===== src/rtl/capture_bank.sv =====
// Bank of independent per-channel capture registers with a valid/ack handshake,
// sticky overrun flags and a shared count of accepted loads.
module capture_bank #(
   parameter int WIDTH    = 8,
   parameter int CHANNELS = 4,
   parameter int MODE     = 1,
   parameter int CNT_W    = 16
) (
   input  logic                      clk,
   input  logic                      reset,
   input  logic [CHANNELS*WIDTH-1:0] din,
   input  logic [CHANNELS-1:0]       en,
   input  logic [CHANNELS-1:0]       ack,
   input  logic                      clr_ovr,
   output logic [CHANNELS*WIDTH-1:0] dout,
   output logic [CHANNELS-1:0]       valid,
   output logic [CHANNELS-1:0]       overrun,
   output logic [CNT_W-1:0]          cap_count
);

   localparam int SUM_W = $clog2(CHANNELS + 1);
   localparam int ADD_W = (CNT_W > SUM_W) ? CNT_W : SUM_W;

   typedef enum logic {S_IDLE = 1'b0, S_HELD = 1'b1} state_t;

   state_t                    r_state     [CHANNELS];
   state_t                    w_state_nxt [CHANNELS];
   logic [CHANNELS-1:0]       w_load;
   logic [CHANNELS-1:0]       w_ovr_set;
   logic [CHANNELS-1:0]       r_ovr;
   logic [CHANNELS*WIDTH-1:0] r_dout;
   logic [CNT_W-1:0]          r_cnt;
   logic [SUM_W-1:0]          w_sum;
   logic [ADD_W-1:0]          w_cnt_add;

   always_ff @(posedge clk or posedge reset) begin
      if (reset) begin
         r_dout <= '0;
         r_ovr  <= '0;
         r_cnt  <= '0;
         for (int i = 0; i < CHANNELS; i++) r_state[i] <= S_IDLE;
      end else begin
         for (int i = 0; i < CHANNELS; i++) begin
            r_state[i] <= w_state_nxt[i];
            if (w_load[i]) r_dout[i*WIDTH +: WIDTH] <= din[i*WIDTH +: WIDTH];
         end
         // A new overrun event beats a simultaneous clear
         r_ovr <= w_ovr_set | (r_ovr & ~{CHANNELS{clr_ovr}});
         r_cnt <= w_cnt_add[CNT_W-1:0];
      end
   end

   always_comb begin
      w_sum = '0;
      for (int i = 0; i < CHANNELS; i++) begin
         w_state_nxt[i] = r_state[i];
         w_load[i]      = 1'b0;
         w_ovr_set[i]   = 1'b0;
         if (MODE == 1) begin
            case (r_state[i])
               S_IDLE: begin
                  if (en[i]) begin
                     w_load[i]      = 1'b1;
                     w_state_nxt[i] = S_HELD;
                  end
               end
               S_HELD: begin
                  if (en[i] && ack[i]) begin
                     w_load[i] = 1'b1;
                  end else if (ack[i]) begin
                     w_state_nxt[i] = S_IDLE;
                  end else if (en[i]) begin
                     w_ovr_set[i] = 1'b1;
                  end
               end
               default: w_state_nxt[i] = S_IDLE;
            endcase
         end else begin
            if (en[i]) begin
               w_load[i]      = 1'b1;
               w_state_nxt[i] = S_HELD;
            end else if (ack[i]) begin
               w_state_nxt[i] = S_IDLE;
            end
         end
         w_sum = w_sum + SUM_W'(w_load[i]);
      end
      // Widen both operands so a full-bank load never truncates before the wrap
      w_cnt_add = ADD_W'(r_cnt) + ADD_W'(w_sum);
   end

   always_comb begin
      valid = '0;
      for (int i = 0; i < CHANNELS; i++) valid[i] = (r_state[i] == S_HELD);
   end

   assign dout      = r_dout;
   assign overrun   = r_ovr;
   assign cap_count = r_cnt;

endmodule


===== config.mk =====
export PLATFORM = sky130hd
export DESIGN_NAME = capture_bank
export DESIGN_NICKNAME = d
export VERILOG_FILES = /design/src/rtl/capture_bank.sv
export SDC_FILE = /design/constraint.sdc
export NUM_CORES = 1
export LEC_CHECK = 0
export BUFFER_PORTS_ARGS = -buffer_cell sky130_fd_sc_hd__buf_2
export CORE_UTILIZATION = 47
export CTS_CLUSTER_DIAMETER = 30
export CTS_CLUSTER_SIZE = 20
export DETAILED_ROUTE_END_ITERATION = 16
export PLACE_DENSITY = 0.77
export SLEW_MARGIN = 20
export SYNTH_ARGS = -nofsm -noshare
export SYNTH_HDL_FRONTEND = slang
export SYNTH_SLANG_ARGS = --single-unit

===== constraint.sdc =====
create_clock -name clk -period 3.8 [get_ports clk]
set_input_delay 0.38 -clock clk [delete_from_list [all_inputs] [get_ports clk]]
set_output_delay 0.38 -clock clk [all_outputs]
set_load 0.02 [all_outputs]

Yosys cells after proc, flatten, opt, wreduce, memory -nomap -nowiden
Cells that the tools add are included.

storage, ports and cells
  bits of input ports = 43
  flip-flop bits (word level) = 56
  output and inout bits = 56
  word-level logic and storage cells = 61

operators by class
  bitwise operators = 7
  $add $sub $neg = 4
  multiplexer cells = 36
  reduce and logical (&&, ||, !) cells = 4

operators with widths
  cell                                      count
  1-bit 2-to-1 mux                          28
  16-bit by 3-bit adder with 16-bit output  1
  1-bit case mux with 2 select lines        8
  4-bit AND                                 1
  1-bit logical AND                         4
  1-bit inverter                            4
  4-bit inverter                            1
  4-bit bitwise OR                          1
  2-bit by 1-bit adder with 3-bit output    1
  3-bit by 1-bit adder with 3-bit output    1
  1-bit by 1-bit adder with 2-bit output    1

Depth between registers and ports, before layout
Gate-level depths: netlist of the first run.

  word-level depth = 7
  mapped depth = 9
  gate-level depth less buffers = 9

Worst setup path before layout of the first run
OpenSTA, ideal clock, no wires.

  path type = register to register
  start = register r_state (netlist bit valid[2])
  end = register r_cnt[12] (netlist: cap_count[12])
  data required time = 3.670 ns
  path buffers = 0
  library setup time = 0.130 ns
  setup slack = 0.697 ns
  data arrival time = 2.973 ns
  cell stages (with the launch flop) = 10
  period minus slack after synthesis = 3.103 ns
  path through = dfrtp_1 -> nand2b_1 -> nand2_1 -> fa_1 -> fa_1 -> fa_1 -> nand2b_2 -> nor4_4 -> nand3_1 -> xnor2_1

on the way
  word-level cells in the longest chain between the ends = 5

ends and longest elaborated chain
  element                                       RTL line  source
  start, declared                               26        state_t r_state [CHANNELS];
  start signal, assigned by index               44        r_state[i] <= w_state_nxt[i];
  1-bit inverter                                n/a
  1-bit case mux with 2 select lines (*)        60        case (r_state[i])
  2-bit by 1-bit adder with 3-bit output (*)    86        w_sum = w_sum + SUM_W'(w_load[i]);
  3-bit by 1-bit adder with 3-bit output (*)    86
  16-bit by 3-bit adder with 16-bit output (*)  89        w_cnt_add = ADD_W'(r_cnt) + ADD_W'(w_sum);
  net w_cnt_add[12]                             34        logic [ADD_W-1:0] w_cnt_add;
  end signal, assigned                          49        r_cnt <= w_cnt_add[CNT_W-1:0];
  end, declared                                 32        logic [CNT_W-1:0] r_cnt;

The timed path passes the listed nets; every way through them passes the cells marked *.
A chain may end at the register's enable or synchronous reset.

Final worst setup path of the first run
Ends and elaborated chain as after synthesis.

==> metrics, run 1 <==
status complete, but fails checks; violated checks DRC; Pint 0.00110 W; first-pass GRT wire length 7.29 mm; TritonCTS buffer count 5; crit start category flop; final total power 0.00167 W; syn_nets 209; GRT Resource Usage Total 0.187; initial core utilization 0.504; Post-synth EDFFs 0; antenna-violating nets left 0; Seq pwr share 0.470; crit end category flop; most frequent cells in the layout buf_2, dfrtp_1, mux2_2; Pleak 1.53 nW; critical path data required time 4000 ps; hold buffer count at cts 0; Worst-path clk slew 100 ps; NumNets Final 317; antenna cells 0; delay-heaviest family, CP adder cells; most common cell after layout, fill and taps aside buf_2; worst skew pair latency 300 ps; Post-CTS Setup Inserts 0; Psw 0.000569 W; GRT Residual Overflow 0; CP startpoint valid[2]$_DFF_PP0_; Post-synth ARST share 1.00; vias in the first global route 1,603; via count 1,600; dpl cells 315; Setup Skew 4.02 ps; count of pins over their slew limit 0; Avg Inst Size Synth 13.9 µm²; crit path cell chain nand2b_1 -> nand2_1 -> fa_1 -> fa_1 -> fa_1 -> nand2b_2 -> nor4_4 -> nand3_1 -> xnor2_1; Worst Tran Pin Value 684 ps; DP HPWL 3.40 mm; area grow syn2layout 30.8%; final wirelength 4.39 mm; worst min path class in2async; drt drc 9; top_reg_cell synth dfrtp_1; post-CTS resize count 0; PwrDens 567 nW/µm²; gpl congestion 0.802; Buf/Inv on CP 0; WS Path Type reg2reg; clock sinks 56; final hold viol count 0; CTS tree built; Final Critical Period 2980 ps; peak supply drop 452 µV; Die X-Extent 71.2 µm; pin count of the biggest net entering global routing 57; Net Sw Frac 0.341; final setup TNS 0 ps; Cells after Synth 162; FMAX 0.335 GHz; die area 5080 µm²; initial antenna violation count 0; routed len/inst 13.6 µm; worst-path cell with the longest stage delay fa_1; combinational power share 0.297; Clock power frac 0.232; CP dominant cell by count fa_1; core area 4470 µm²; RSZ-0062 raised after global routing false; post-synthesis sequential area ratio 0.622; drt pass-1 iters 11; max incr delay on CP 500 ps; critical path fanouts, max 3; layout cell share with drive strength beyond 1 0.539; max-cap violation count 0; Via density 4.95; yosys warns 0; Synth Register Bits 56; Max Buffers Root-to-Sink 2; final setup vio count 0; final period utilization 0.785; height of the die 71.2 µm; Critical R2R Launch valid[2]$_DFF_PP0_; Yosys cell types 22; drt initial violations 71; Slew Limit Headroom 0.544; Port Buf Inserts 98; Layout Cells excl Fill 323; synthesized area 2250 µm²; CP arrival 3180 ps; H-tree Lvls 2; row cnt 24; # IOs 99; Root Driver clkbuf_8
[cell usage after synthesis (2+ instances only)]
cell | count | area (µm²)
dfrtp_1 | 56 | 1400
mux2_2 | 32 | 360
inv_1 | 14 | 52.6
nand2_1 | 14 | 52.6
xnor2_1 | 7 | 61.3
xor2_1 | 7 | 61.3
nor2_1 | 5 | 18.8
nand2b_1 | 4 | 25.0
o22ai_1 | 4 | 25.0
fa_1 | 3 | 60.1
nand3_1 | 3 | 15.0
and4_1 | 2 | 17.5
nor2b_1 | 2 | 12.5
[per-layer routing]
metal / routed length, µm / vias up / global-route usage
met5: 0 / - / 0
met4: 72 / 0 / 0.0578
met3: 307 / 9 / 0.0520
met2: 2160 / 62 / 0.310
met1: 1840 / 776 / 0.240
li1: - / 753 / -
[final timing paths]
check | end | slack, ps | cells past startpoint
max | cap_count[12]$_DFF_PP0_ | 820 | 9
min reg2reg | cap_count[15]$_DFF_PP0_ | 470 | 1
max in group asynchronous | cap_count[9]$_DFF_PP0_ | 3100 | 3
min in group clk | valid[3]$_DFF_PP0_ | 280 | 3
min | cap_count[13]$_DFF_PP0_ | 260 | 3
max reg2reg | cap_count[12]$_DFF_PP0_ | 820 | 9
[power by group through the flow]
| stage | registers [W] | logic, W | clock network, W |
|---|---|---|---|
| 2_1_floorplan | 0.000913 | 0.000202 | 0 |
| 3_3_place_gp | 0.000791 | 0.000489 | 0 |
| 3_5_place_dp | 0.000798 | 0.000500 | 0 |
| 4_1_cts | 0.000787 | 0.000501 | 0.000399 |
| 5_1_grt | 0.000803 | 0.000539 | 0.000424 |
| 6_report | 0.000786 | 0.000497 | 0.000388 |
[layout make-up]
class,count,area [µm²]
clock buffers,5,68.8
clock inverters,3,47.5
fillers,368,1530
inverters,14,52.6
multi-input cells,92,800
flip-flops and latches,56,1400
well taps,52,65.1
repair buffers,101,513
[worst min-delay path, cell delays in order]
cell	delay, ps
buf_2	100
inv_2	40
buf_4	540
[cell families after synthesis]
group                      after synthesis  synth area share
muxes                                   32             0.160
DFF                                     56             0.622
and+or+nand+nor                         36            0.0883
xor gates and xnor gates                14            0.0544
buffers and inverters                   14            0.0233
adders and majority gates                4            0.0322
AOI/OAI and AO/OA                        6            0.0200
[flip-flops by register name, summed over array words and instances, names as in the netlist]
name	cells
valid	4
dout	32
cap_count	16
overrun	4
[stage by stage]
stage | hold slack [ps] | utilization | cell area (µm²) | worst slack, ps
floorplan | 479 | - | 2250 | 697
global placement | 454 | 0.633 | 2830 | 728
detailed placement | 456 | 0.633 | 2830 | 658
CTS | 263 | 0.659 | 2950 | 779
global route | 272 | 0.659 | 2950 | 628
finish | 257 | 0.659 | 2950 | 816
Note: power is estimated with default switching activity, not from simulation.
==> inputs of run 2 (changes only) <==
Settings changed: CORE_UTILIZATION 47 to 42, PLACE_DENSITY 0.77 to 0.73.
Clock period 3.8 ns to 2.55 ns, I/O delays scaled along.
==> metrics, run 2 (synthesis results as in run 1) <==
worst-path cell with the longest stage delay fa_1; Clock power frac 0.223 (-0.009); combinational power share 0.307 (+0.010); GRT Residual Overflow 0 (unchanged); FMAX 0.392 GHz (+17%); first-pass GRT wire length 6.73 mm (-7.6%); max incr delay on CP 500 ps (about the same); die area 5660 µm² (+12%); post-route cell area 3040 µm² (+3.2%); initial antenna violation count 0 (unchanged); height of the die 75.2 µm (+5.6%); initial core utilization 0.438 (-0.0652); final period utilization 1.00 (+0.215); final worst slack -0.173 ps (-816 ps); most frequent cells in the layout buf_2, dfrtp_1, mux2_2; gpl congestion 0.709 (-12%); area grow syn2layout 35.0%; Port Buf Inserts 98 (unchanged); Net Sw Frac 0.336 (-0.00448); Slew Limit Headroom 0.621 (+0.0776); r2r setup slk -0.2 ps (-820 ps); H-tree Lvls 2 (unchanged); Buf/Inv on CP 0 (unchanged); Worst-path clk slew 90 ps (about the same); PwrDens 825 nW/µm² (+46%); count of pins over their slew limit 0 (unchanged); drt pass-1 iters 4 (-7); critical path fanouts, max 3 (unchanged); TritonCTS buffer count 5 (unchanged); WS Path Type reg2reg; Die X-Extent 75.2 µm (+5.6%); Via density 4.59 (-7.3%); placed cell areas 2930 µm² (+3.4%); max-cap violation count 0 (unchanged); Root Driver clkbuf_8; worst min path class in2async; Max Buffers Root-to-Sink 2 (unchanged); most common cell after layout, fill and taps aside buf_2; final total power 0.00251 W (+50%); pin count of the biggest net entering global routing 30 (-47%); layout cell share with drive strength beyond 1 0.572 (+0.0337); Final Critical Period 2550 ps (-434 ps); delay-heaviest family, CP adder cells; crit start category flop; Pint 0.00167 W (+51%); clock sinks 56 (unchanged); peak supply drop 485 µV (+7.4%); crit end category flop; row cnt 26 (+8.3%); core area 5140 µm² (+15%); CP arrival 2750 ps (-430 ps); GRT Resource Usage Total 0.163 (-0.0235); vias in the first global route 1,452 (-9.4%); fillers 460 (+25%); routed len/inst 12.8 µm (-5.7%); drt initial violations 30 (-58%); multi-input logic area 842 µm² (+5.3%); antenna-violating nets left 0 (unchanged); Pleak 1.58 nW (+2.8%); violated checks hold timing, setup timing; final wirelength 4.43 mm (+1.0%); # IOs 99 (unchanged); max reg flops 32 (unchanged); CTS tree built; critical path data required time 2750 ps (-1250 ps); status complete, but fails checks; Fin Hold WS -3.80 ps (-261 ps); NumNets Final 322 (+1.6%); Worst Tran Pin Value 567 ps (-117 ps); Seq pwr share 0.470 (about the same); final setup vio count 1 (+1); Psw 0.000844 W (+48%); DP HPWL 3.42 mm (+0.79%); worst skew pair latency 300 ps (about the same); crit path cell chain nand2b_4 -> nand2_4 -> fa_1 -> fa_2 -> fa_2 -> nand2b_4 -> nor4_4 -> nand3_1 -> xnor2_1; Setup Skew 6.95 ps (+2.93 ps); pre-CTS setup slack -22.0 ps (-680 ps); RSZ-0062 raised after global routing true; FF/Latch Area 1400 µm² (+0.18%); hold buffer count at cts 0 (unchanged); antenna cells 0 (unchanged); final hold viol count 9 (+9); drt drc 0 (-9); via count 1,588 (-0.75%)
==> run 2: cell type report <==
cell class,count,area share
sequential,56,0.461
multi-input combinational,92,0.277
timing repair buffer,106,0.181
tap,70,0.0288
clock buffer,7,0.0251
inverter,14,0.0173
clock inverter,1,0.00987
==> run 2: power by group through the flow <==
stage	logic, W	clock network [W]	registers, W
floorplan	0.000317	0	0.00137
global placement	0.000759	0	0.00119
detailed placement	0.000780	0	0.00119
CTS	0.000779	0.000582	0.00118
global route	0.000849	0.000613	0.00121
finish	0.000770	0.000560	0.00118
==> run 2: timing repair <==
| action | in CTS | in global routing |
|---|---|---|
| setup endpoints to repair | 2 | 8 |
| pin swaps | 1 | 1 |
| setup buffers | 1 | 0 |
| resized for setup | 0 | 1 |
==> run 2: worst paths after layout <==
check,start,endpoint,depth (start not counted)
hold / removal,reset,cap_count[13]$_DFF_PP0_,2
min in group clk,en[1],valid[1]$_DFF_PP0_,3
setup / recovery,valid[2]$_DFF_PP0_,cap_count[12]$_DFF_PP0_,9
setup reg to reg,valid[2]$_DFF_PP0_,cap_count[12]$_DFF_PP0_,9
max in group asynchronous,reset,dout[25]$_DFFE_PP0N_,3
hold reg to reg,cap_count[15]$_DFF_PP0_,cap_count[15]$_DFF_PP0_,1
==> run 2: per-stage QoR <==
stage / std cells / util / TNS (ps)
after CTS: 346 / 0.592 / -3.52
after global routing: 346 / 0.592 / -544
after floorplan: 162 / - / -129
final: 346 / 0.592 / -0.173
after detailed placement: 337 / 0.569 / -23.9
after global placement: 337 / 0.569 / 0
==> run 2: worst reg2reg max path: cells and delay by family, from the launching register on <==
kind | cells | cell delay [ps]
xor+xnor | 1 | 140
fa+ha+maj | 3 | 1240
flops | 1 | 430
simple gates | 5 | 630
==> run 2: per-layer routing <==
layer  up-vias  global-route usage  wire length (µm)
met4         0              0.0617                66
li1        767                   -                 -
met1       757               0.215              2010
met5         -                   0                 0
met3         7              0.0469               311
met2        57               0.258              2040
